File: src/rtl/simon_data_out_if.sv
// Bundle of signals between the SIMON result path and the host-side packet port.
// The master modport is the packetiser's view; the slave modport is the environment's view.
interface simon_data_out_if #(
  parameter int N = 32
);
  logic                  newRESULT;
  logic [1:0][N-1:0]     outDATA;
  logic [7:0]            infoRES;
  logic                  loadRESULT;
  logic [(1+N/2):0][7:0] out;
  logic                  out_newPKT;
  logic                  out_loadPKT;
  logic [7:0]            countOUT;
  logic                  err;

  modport master (
    input  newRESULT, outDATA, infoRES, out_loadPKT,
    output loadRESULT, out, out_newPKT, countOUT, err
  );

  modport slave (
    output newRESULT, outDATA, infoRES, out_loadPKT,
    input  loadRESULT, out, out_newPKT, countOUT, err
  );
endinterface

File: src/rtl/simon_data_out.sv
// SIMON 64/96 output packetiser: packs one or two finished cipher blocks into an
// outbound packet (4 words, count byte, info byte) offered with a valid/acknowledge handshake.
module simon_data_out #(
  parameter int          N    = 32,
  parameter logic [3:0]  MODE = 4'h2
) (
  input  logic            clk,
  input  logic            nR,
  simon_data_out_if.master bus
);

  typedef enum logic [1:0] {
    IDLE  = 2'd0,
    WAIT2 = 2'd1,
    PACK  = 2'd2,
    SEND  = 2'd3
  } state_t;

  state_t                state_q, state_d;
  logic [3:0][N-1:0]     slot_q, slot_d;
  logic [7:0]            info_q, info_d;
  logic [(1+N/2):0][7:0] out_q, out_d;
  logic                  newpkt_q, newpkt_d;
  logic                  load_q, load_d;
  logic                  err_q, err_d;
  logic [7:0]            count_q, count_d;
  logic                  capture_s;

  // Next-state and datapath updates for the packetiser FSM.
  always_comb begin
    state_d  = state_q;
    slot_d   = slot_q;
    info_d   = info_q;
    out_d    = out_q;
    newpkt_d = newpkt_q;
    load_d   = 1'b0;
    err_d    = err_q;
    count_d  = count_q;

    capture_s = bus.newRESULT && !load_q;

    case (state_q)
      IDLE: begin
        // The FSM advances on the cycle after a capture, while loadRESULT is high.
        if (load_q) begin
          state_d = info_q[7] ? WAIT2 : PACK;
        end else if (capture_s) begin
          slot_d[0] = bus.outDATA[0];
          slot_d[1] = bus.outDATA[1];
          slot_d[2] = {N{1'b0}};
          slot_d[3] = {N{1'b0}};
          info_d    = {bus.infoRES[7], bus.infoRES[6], 1'b0, 1'b1, MODE};
          load_d    = 1'b1;
          err_d     = err_q | bus.infoRES[5];
        end else begin
          state_d = IDLE;
        end
      end
      WAIT2: begin
        if (load_q) begin
          state_d = PACK;
        end else if (capture_s) begin
          slot_d[2] = bus.outDATA[0];
          slot_d[3] = bus.outDATA[1];
          load_d    = 1'b1;
          err_d     = err_q | bus.infoRES[5];
        end else begin
          state_d = WAIT2;
        end
      end
      PACK: begin
        out_d    = {info_q, count_q, slot_q[3], slot_q[2], slot_q[1], slot_q[0]};
        newpkt_d = 1'b1;
        state_d  = SEND;
      end
      SEND: begin
        if (bus.out_loadPKT) begin
          newpkt_d = 1'b0;
          count_d  = count_q + 8'd1;
          state_d  = IDLE;
        end else begin
          state_d = SEND;
        end
      end
      default: begin
        state_d = IDLE;
      end
    endcase
  end

  // State and output registers with synchronous active-low reset.
  always_ff @(posedge clk) begin
    if (!nR) begin
      state_q  <= IDLE;
      slot_q   <= '0;
      info_q   <= 8'h00;
      out_q    <= '0;
      newpkt_q <= 1'b0;
      load_q   <= 1'b0;
      err_q    <= 1'b0;
      count_q  <= 8'h00;
    end else begin
      state_q  <= state_d;
      slot_q   <= slot_d;
      info_q   <= info_d;
      out_q    <= out_d;
      newpkt_q <= newpkt_d;
      load_q   <= load_d;
      err_q    <= err_d;
      count_q  <= count_d;
    end
  end

  assign bus.loadRESULT = load_q;
  assign bus.out        = out_q;
  assign bus.out_newPKT = newpkt_q;
  assign bus.countOUT   = count_q;
  assign bus.err        = err_q;

endmodule

File: src/flat_wrapper.sv
// flat-port wrapper written by rule: the top's interface ports become plain ports
module simon_data_out_flat 
#(
  parameter int          N    = 32,
  parameter logic [3:0]  MODE = 4'h2
)
  (clk, nR, bus_newRESULT, bus_outDATA, bus_infoRES, bus_out_loadPKT, bus_loadRESULT, bus_out, bus_out_newPKT, bus_countOUT, bus_err);
  simon_data_out_if #(.N(N)) bus_i ();
  input  logic clk;
  input  logic nR;
  input wire logic [$bits(bus_i.newRESULT)-1:0] bus_newRESULT;
  input wire logic [$bits(bus_i.outDATA)-1:0] bus_outDATA;
  input wire logic [$bits(bus_i.infoRES)-1:0] bus_infoRES;
  input wire logic [$bits(bus_i.out_loadPKT)-1:0] bus_out_loadPKT;
  output wire logic [$bits(bus_i.loadRESULT)-1:0] bus_loadRESULT;
  output wire logic [$bits(bus_i.out)-1:0] bus_out;
  output wire logic [$bits(bus_i.out_newPKT)-1:0] bus_out_newPKT;
  output wire logic [$bits(bus_i.countOUT)-1:0] bus_countOUT;
  output wire logic [$bits(bus_i.err)-1:0] bus_err;
  assign bus_i.newRESULT = bus_newRESULT;
  assign bus_i.outDATA = bus_outDATA;
  assign bus_i.infoRES = bus_infoRES;
  assign bus_i.out_loadPKT = bus_out_loadPKT;
  assign bus_loadRESULT = bus_i.loadRESULT;
  assign bus_out = bus_i.out;
  assign bus_out_newPKT = bus_i.out_newPKT;
  assign bus_countOUT = bus_i.countOUT;
  assign bus_err = bus_i.err;
  simon_data_out #(.N(N), .MODE(MODE)) u_core (.clk(clk), .nR(nR), .bus(bus_i));
endmodule
File: config.mk
export PLATFORM = sky130hd
export DESIGN_NAME = simon_data_out_flat
export DESIGN_NICKNAME = d
export VERILOG_FILES = /design/src/rtl/simon_data_out_if.sv /design/src/rtl/simon_data_out.sv /design/src/flat_wrapper.sv
export SDC_FILE = /design/constraint.sdc
export NUM_CORES = 1
export LEC_CHECK = 0
export CAP_MARGIN = 20
export CORE_MARGIN = 4
export CORE_UTILIZATION = 25
export CTS_BUF_LIST = sky130_fd_sc_hd__clkbuf_4
export DETAILED_ROUTE_END_ITERATION = 6
export PLACE_DENSITY = 0.43
export SYNTH_ARGS = -nofsm -noshare
export SYNTH_HDL_FRONTEND = slang
export SYNTH_SLANG_ARGS = --single-unit
export TNS_END_PERCENT = 10
File: constraint.sdc
create_clock -name clk -period 2.1 [get_ports clk]
set_clock_uncertainty 0.2 [all_clocks]
set_input_delay 0.42 -clock clk [delete_from_list [all_inputs] [get_ports clk]]
set_output_delay 0.42 -clock clk [all_outputs]
set_load 0.01 [all_outputs]
## After elaboration in Yosys (flattened, before gate mapping)

Index checks and enable logic that the tools add are counted.

| storage, ports and cells | value |
|---|---|
| bits in registers | 285 |
| input port bits | 76 |
| output and inout bits | 155 |

| cells by class | value |
|---|---|
| $add $sub $neg | 1 |
| eq/ne operators | 10 |
| multiplexer cells | 15 |
| bitwise gates (word level) | 4 |
| reductions and logical operators | 13 |

Operator list:

| operator | number |
|---|---|
| $mux W128 | 2 |
| $mux W64 | 2 |
| $pmux W64 S2 | 1 |
| $mux W2 | 6 |
| $add A8 B1 Y8 const B | 1 |
| $pmux W2 S4 | 1 |
| $ne A2 B2 Y1 const B | 3 |
| $ne A3 B2 Y1 const B | 2 |
| $reduce_and A2 Y1 | 3 |
| $reduce_and A3 Y1 | 2 |
| $reduce_and A5 Y1 | 1 |
| $eq A2 B2 Y1 const B | 2 |
| $ne A2 B1 Y1 const B | 2 |
| $reduce_bool A2 Y1 | 2 |
| $not A1 Y1 | 3 |
| $reduce_or A3 Y1 | 1 |
| $eq A2 B1 Y1 const B | 1 |
| $logic_not A2 Y1 | 1 |
| $mux W1 | 2 |
| $pmux W1 S2 | 1 |
| $reduce_or A2 Y1 | 1 |
| $logic_and A1 B1 Y1 | 1 |
| $logic_not A1 Y1 | 1 |
| $or A1 B1 Y1 | 1 |

## Depth between registers and ports, before layout

Gate-level depths: netlist (run 1).

| depth | value |
|---|---|
| word-level depth | 5 |
| depth in mapped cells | 7 |
| mapped depth without buffers | 4 |

## Worst setup path before layout (run 1)

No wires, ideal clock.

| timing path | value |
|---|---|
| path kind | reg2reg |
| start point | register u_core.state_q[1] |
| end point | register u_core.slot_q[22] (netlist name) |
| data arrival time | 1.349 ns |
| slack | 0.418 ns |
| stages on the path, launching flop included | 7 |
| period minus slack after synthesis | 1.682 ns |
| cell sequence | dfxtp_1 > buf_6 > or4b_4 > buf_6 > buf_6 > nand2_1 > a21oi_1 |

| between the ends | value |
|---|---|
| word-level cells in the longest chain between the ends | 2 |

RTL lines:

| item | line | text |
|---|---|---|
| from (decl) | simon_data_out.sv:19 | `state_t state_q, state_d;` |
| from (signal assigned) | simon_data_out.sv:103 | `state_q <= state_d;` |
| $logic_not A2 Y1 | simon_data_out.sv:42 | `case (state_q)` |
| $reduce_and A3 Y1 (no source line) | n/a |  |
| to (signal assigned) | simon_data_out.sv:104 | `slot_q <= slot_d;` |
| to (decl) | simon_data_out.sv:20 | `logic [3:0][N-1:0] slot_q, slot_d;` |

Every way passes these cells.
A chain may end at the register's enable or synchronous reset.

## Worst setup path in the final report (run 1)

| timing path | value |
|---|---|
| start point | register u_core.out_q (netlist bit u_core.bus.out[0]) |
| end point | output port bus_out[0] |

RTL lines:

| item | line | text |
|---|---|---|
| from (decl) | simon_data_out.sv:22 | `logic [(1+N/2):0][7:0] out_q, out_d;` |
| from (signal assigned) | simon_data_out.sv:106 | `out_q <= out_d;` |
| to (decl) | flat_wrapper.sv:16 | `output wire logic [$bits(bus_i.out)-1:0] bus_out;` |

No word-level cell between the ends.

==> impl_metrics.toml, run 1 <==
[grt]
overflow = 0
gr-usage-met1 = 0.182
first_global_vias = 8351
grt_usage = 0.142
grt_max_degree = 104
grt_pass1_wl_um = 47000
antenna_found_initial = 4
grt_busiest_layer = "met2"
grtUsageMet3 = 0.0538
met2_usage = 0.217

[timing]
fin_ws_ns = 0.123
finalMaxSlewViolations = 0
timing.fmax_mhz = 506
maxSlewHeadroom = 0.641
finalCriticalPeriod_ns = 1.98
tightest_slew_ns = 0.539
finalSetupViolations = 0
final.setup.tns_ns = 0
fin_crit_sh = 0.941
timing.hold.ws_ns = 0.0995
hold_viol = 0

[setup_path]
worstPathRequired_ns = 1.48
arrival_ns = 1.36
cp_cell_sequence = "dlygate4sd2_1"
ff2ff_setup_slack_ns = 0.35
reg2regPathDepth = 6
start_kind = "flip-flop"
crit_buf_inv = 1
path_depth = 1
worstSetupPathType = "flip-flop to output port"
cp_max_fo = 2
slowest_stage = "dlygate4sd2_1"
cp-end-kind = "output port"
critical_path.max_stage_delay_ns = 0.34
cp_top_family = "buffers and inverters"

[routing]
routedWlPerCell_um = 15.4
routed_wl_um = 29900
dr.pass1.iters = 4
vias_per_cell = 4.31
antenna_left = 0
drtIter0Drc = 328
vias = 8339
drc = 0

[finish]
final_util = 0.352
drive_gt1_frac = 0.127
fillerInstances = 4077
nets = 1442
areaGrowthSynthToFinish_pct = 38.6
fin_cells = 1933
finalInstanceArea_um2 = 13300

[cts]
cts_buffers = 83
clk_path_buf_depth = 3
cts-root-buf = "clkbuf_4"
cts.htree.levels = 3
clk_latency_ns = 0.71
post_cts_buffers = 0
path_clk_slew_ns = 0.06
cts_tree = "yes"
cts.sinks = 283

[synthesis]
yosys_warnings = 0
ys_seq_elements = 283
synth_edf_count = 0
yosys-top-cells-count = "nand2_1, dfxtp_1, a21oi_1, a22o_1, clkbuf_1"
synth_most_common_cell = "nand2_1"
synthArstFlopShare = 0
synth_area_um2 = 9620
yosysTopAreaCellShare = 0.589
yosys-top-cells-area = "dfxtp_1, nand2_1, a21oi_1, a22o_1, clkbuf_1"
seq_area_frac_synth = 0.589
yosys.area.top_type = "dfxtp_1"
syn-instance-count = 1107
synthFlopType = "dfxtp_1"
avgSynthCellArea_um2 = 8.69
synth.distinct_cells = 31

[die]
rows = 71
dieArea_um2 = 41700
die_h_um = 204
design.portCount = 231
die_w_um = 204
start_util = 0.254
core_area_um2 = 37800

[power_and_ir_drop]
ir_drop_mv = 0.422
switchingPower_mw = 2.99
combPwrFrac = 0.089
leakage_nw = 5.37
clockPowerShare = 0.424
power_density_nw_per_um2 = 866
seqPwrFrac = 0.487
p_sw_frac = 0.259
total_power_mw = 11.5
p_int_mw = 8.55

[hold_path]
holdPathStages = 3
hold_path_class = "input pin to flip-flop"

[placed_design]
portBuffers = 221
dp_hpwl_um = 18100
gp_congestion = 0.718
place_area_um2 = 12500
place_inst = 1783
dp_slack_ns = -0.0846

[status]
status = "complete, no violations"

[flow_run]
maxCapViolCount = 0
[repair_timing]
action	CTS	global route
hold endpoints to repair	8	0
endpoints found under the setup margin	151	28
hold buffers	8	0
resized for setup	172	33
[final timing paths]
kind	from	to
min	bus_outDATA[1]	u_core.slot_q[1]
min reg2reg	u_core.slot_q[91]	u_core.bus.out[91]
max reg2reg	u_core.state_q[1]	u_core.slot_q[26]
max	u_core.bus.out[0]	bus_out[0]
[cell type report]
cell class              instances  area (µm²)  share of cell area
well taps                     511         639              0.0480
flip-flops and latches        283        5680               0.426
multi-input cells             737        3520               0.264
clock inverters                18        67.6             0.00507
inverters                       1        8.76            0.000657
diodes                          3        7.51            0.000563
repair buffers                259        2500               0.187
clock buffers                 121         908              0.0682
[layer usage]
| layer | vias to the layer above | wire (µm) |
|---|---|---|
| met5 | - | 27 |
| met2 | 210 | 13600 |
| met4 | 4 | 556 |
| li1 | 4224 | - |
| met1 | 3849 | 13500 |
| met3 | 52 | 2220 |
[state kept, by name, summed over array words and instances, names as in the netlist]
name,flops
u_core.bus.countOUT,8
u_core.bus.err,1
u_core.bus.loadRESULT,1
u_core.bus.out,139
u_core.bus.out_newPKT,1
u_core.info_q,3
u_core.slot_q,128
u_core.state_q,2
[layout by cell type (no fill, tap or decap), types with 2 or more instances in the layout]
master           netlist  final
dfxtp_4                0      2
clkbuf_2               0     11
diode_2                0      3
xor2_1                 2      2
nand3_1                2      2
nand2b_1               3      2
clkbuf_4               0    121
nor2_1                 8      8
dfxtp_2                0      5
nand3b_1               2      2
nand2_1              415    415
a22o_1                63     63
dlygate4sd2_1          0    119
a21oi_1              213    213
buf_4                 12     15
clkdlybuf4s50_1        0     70
or3_1                  3      3
o21ai_0                4      4
nand4_1                3      3
conb_1                 1      4
clkdlybuf4s15_1        0     20
or4_1                  2      2
clkinv_1               0     17
o31ai_1                2      2
dlygate4sd3_1          0      8
dfxtp_1              283    276
buf_12                 0     15
[kinds of logic (layout without fill, tap and decap cells)]
group,after synthesis,count (layout),synth area share
multiplexers,1,1,0.00104
adder cells (fa/ha/maj),1,1,0.00130
AO/OA/AOI/OAI,283,283,0.173
other,1,7,0.000390
buffers and inverters,90,399,0.0483
flip-flops,283,283,0.589
AND/OR/NAND/NOR,446,446,0.185
XOR/XNOR,2,2,0.00182
[power groups by stage]
stage               Clock (mW)  Combinational (mW)  Sequential [mW]
global route              5.46                1.15             5.64
global placement             0                1.07             5.74
floorplan                    0               0.542             5.73
detailed placement           0                1.08             5.74
finish                    4.89                1.03             5.62
CTS                       5.15                1.07             5.62
(Power assumes the default switching activity.)
==> inputs of run 2 (changes only) <==
--- a/config.mk
+++ b/config.mk
@@ -9,8 +9,9 @@
 export CORE_MARGIN = 4
 export CORE_UTILIZATION = 25
 export CTS_BUF_LIST = sky130_fd_sc_hd__clkbuf_4
+export CTS_CLUSTER_SIZE = 12
 export DETAILED_ROUTE_END_ITERATION = 6
-export PLACE_DENSITY = 0.43
+export PLACE_DENSITY_LB_ADDON = 0.08
 export SYNTH_ARGS = -nofsm -noshare
 export SYNTH_HDL_FRONTEND = slang
 export SYNTH_SLANG_ARGS = --single-unit
==> run 2 against run 1 <==
Compared with the run above:
- critical path depth did not move
- count of clock-buffer cells in the layout rose by 4
- non-clock buffer count rose by 29
- first-iteration DRC count fell by 2.4%
- routed wire length rose by 0.88%
- power rose by 5.6%
- hold slack improved by 0.013 ns
- worst setup slack improved by 0.014 ns
- clock power rose by 13%
- combinational power rose by 4%
- critical path type unchanged
- highest routed layer unchanged
==> impl_metrics.toml, run 2 (same netlist as run 1, synthesis figures left out) <==
[placed_design]
place_area_um2 = 12500
gp_congestion = 0.700
place_inst = 1787
portBuffers = 221
dp_hpwl_um = 18500

[setup_path]
cp_cell_sequence = "dlygate4sd2_1"
worstSetupPathType = "flip-flop to output port"
cp-end-kind = "output port"
worstPathRequired_ns = 1.48
crit_buf_inv = 1
arrival_ns = 1.34
critical_path.max_stage_delay_ns = 0.36
start_kind = "flip-flop"
cp_top_family = "flip-flops"
slowest_stage = "dfxtp_2"
cp_max_fo = 4

[cts]
post_cts_buffers = 0
cts.htree.levels = 3
cts_buffers = 81
clk_path_buf_depth = 3
cts.sinks = 283
clk_latency_ns = 0.71
path_clk_slew_ns = 0.06
cts-root-buf = "clkbuf_4"
cts_tree = "yes"

[timing]
hold_viol = 0
tightest_slew_ns = 0.535
maxSlewHeadroom = 0.643
finalCriticalPeriod_ns = 1.96
grt_setup_unrepaired = "no"
finalMaxSlewViolations = 0
timing.fmax_mhz = 509
finalSetupViolations = 0
fin_crit_sh = 0.935
timing.hold.ws_ns = 0.113

[routing]
routedWlPerCell_um = 15.3
highest_layer = "met5"
met3WireLength_um = 2040
routed_wl_um = 30100
drc = 0
wl_met1_um = 13800
antenna_left = 0
route.met2.wl_um = 13700
drtIter0Drc = 320
vias = 8458
vias_per_cell = 4.30
dr.pass1.iters = 4

[finish]
fin_cells = 1966
drive_gt1_frac = 0.136
nets = 1469
finalInstanceArea_um2 = 13800
areaGrowthSynthToFinish_pct = 43.3
final_common_cell = "nand2_1"
largest_reg_flops = 139
fillerInstances = 4118
final_cell_mix = "nand2_1, dfxtp_1, a21oi_1"

[status]
status = "complete, no violations"

[grt]
grt_pass1_wl_um = 47700
grt_usage = 0.143
overflow = 0
antenna_found_initial = 3
first_global_vias = 8578
grt_max_degree = 103

[die]
design.portCount = 231
rows = 71
start_util = 0.254
dieArea_um2 = 41700
core_area_um2 = 37800
die_w_um = 204
die_h_um = 204

[power_and_ir_drop]
power_density_nw_per_um2 = 885
ir_drop_mv = 0.454
total_power_mw = 12.2
leakage_nw = 5.50

[flow_run]
maxCapViolCount = 0

[hold_path]
hold_path_class = "input pin to flip-flop"
## run 2: cell types whose count changed in the layout (fill, tap and decap cells not counted), moves of 2 or more
cell,before,now
clkdlybuf4s15_2,0,3
dlygate4sd2_1,119,100
dfxtp_4,2,4
clkdlybuf4s15_1,20,34
bufinv_16,0,4
clkbuf_4,121,125
clkinv_1,17,13
buf_4,15,18
dlygate4sd3_1,8,33
## run 2: worst paths after layout
| check | slack (ns) | startpoint | cells past startpoint | to |
|---|---|---|---|---|
| worst max register to register | 0.24 | u_core.state_q[1] | 5 | u_core.slot_q[26] |
| worst min register to register | 0.24 | u_core.slot_q[39] | 2 | u_core.bus.out[39] |
| worst min-delay path | 0.11 | bus_outDATA[58] | 3 | u_core.slot_q[58] |
| worst max-delay path | 0.14 | u_core.bus.countOUT[7] | 1 | bus_countOUT[7] |
## run 2: timing repair
item / in CTS / in global routing
pin swaps: 0 / 0
endpoints found under the setup margin: 151 / 40
endpoints found under the hold margin: 33 / 0
hold buffers: 33 / 0
gates resized for setup: 191 / 43
## run 2: cell type report
type	instances	area, µm²	area share
antenna	3	7.51	0.000545
multi-input combinational	737	3520	0.255
inverter	1	8.76	0.000636
timing repair buffer	288	2810	0.204
clock inverter	18	173	0.0125
clock buffer	125	938	0.0681
sequential	283	5690	0.413
tap	511	639	0.0464
## run 2: per-stage QoR
| step | utilization | setup TNS [ns] | setup WS, ns |
|---|---|---|---|
| detailed placement | 0.330 | -4.26 | -0.0886 |
| global placement | 0.330 | -4.18 | -0.0899 |
| floorplan | - | 0 | 0.418 |
| CTS | 0.365 | 0 | 0.000716 |
| global route | 0.364 | 0 | 0.000685 |
| finish | 0.364 | 0 | 0.137 |
## run 2: per-layer routing
layer / vias to the layer above / GRT usage
met1: 3925 / 0.182
met2: 209 / 0.225
met4: 2 / 0.0512
met5: - / 0
li1: 4286 / -
met3: 36 / 0.0511
## run 2: power by group
group	internal (mW)	total [mW]	leakage, nW	switching [mW]
clock	3.18	5.51	0.656	2.33
sequential	5.53	5.62	2.30	0.0903
combinational	0.442	1.07	2.55	0.625
total	9.15	12.2	5.50	3.04
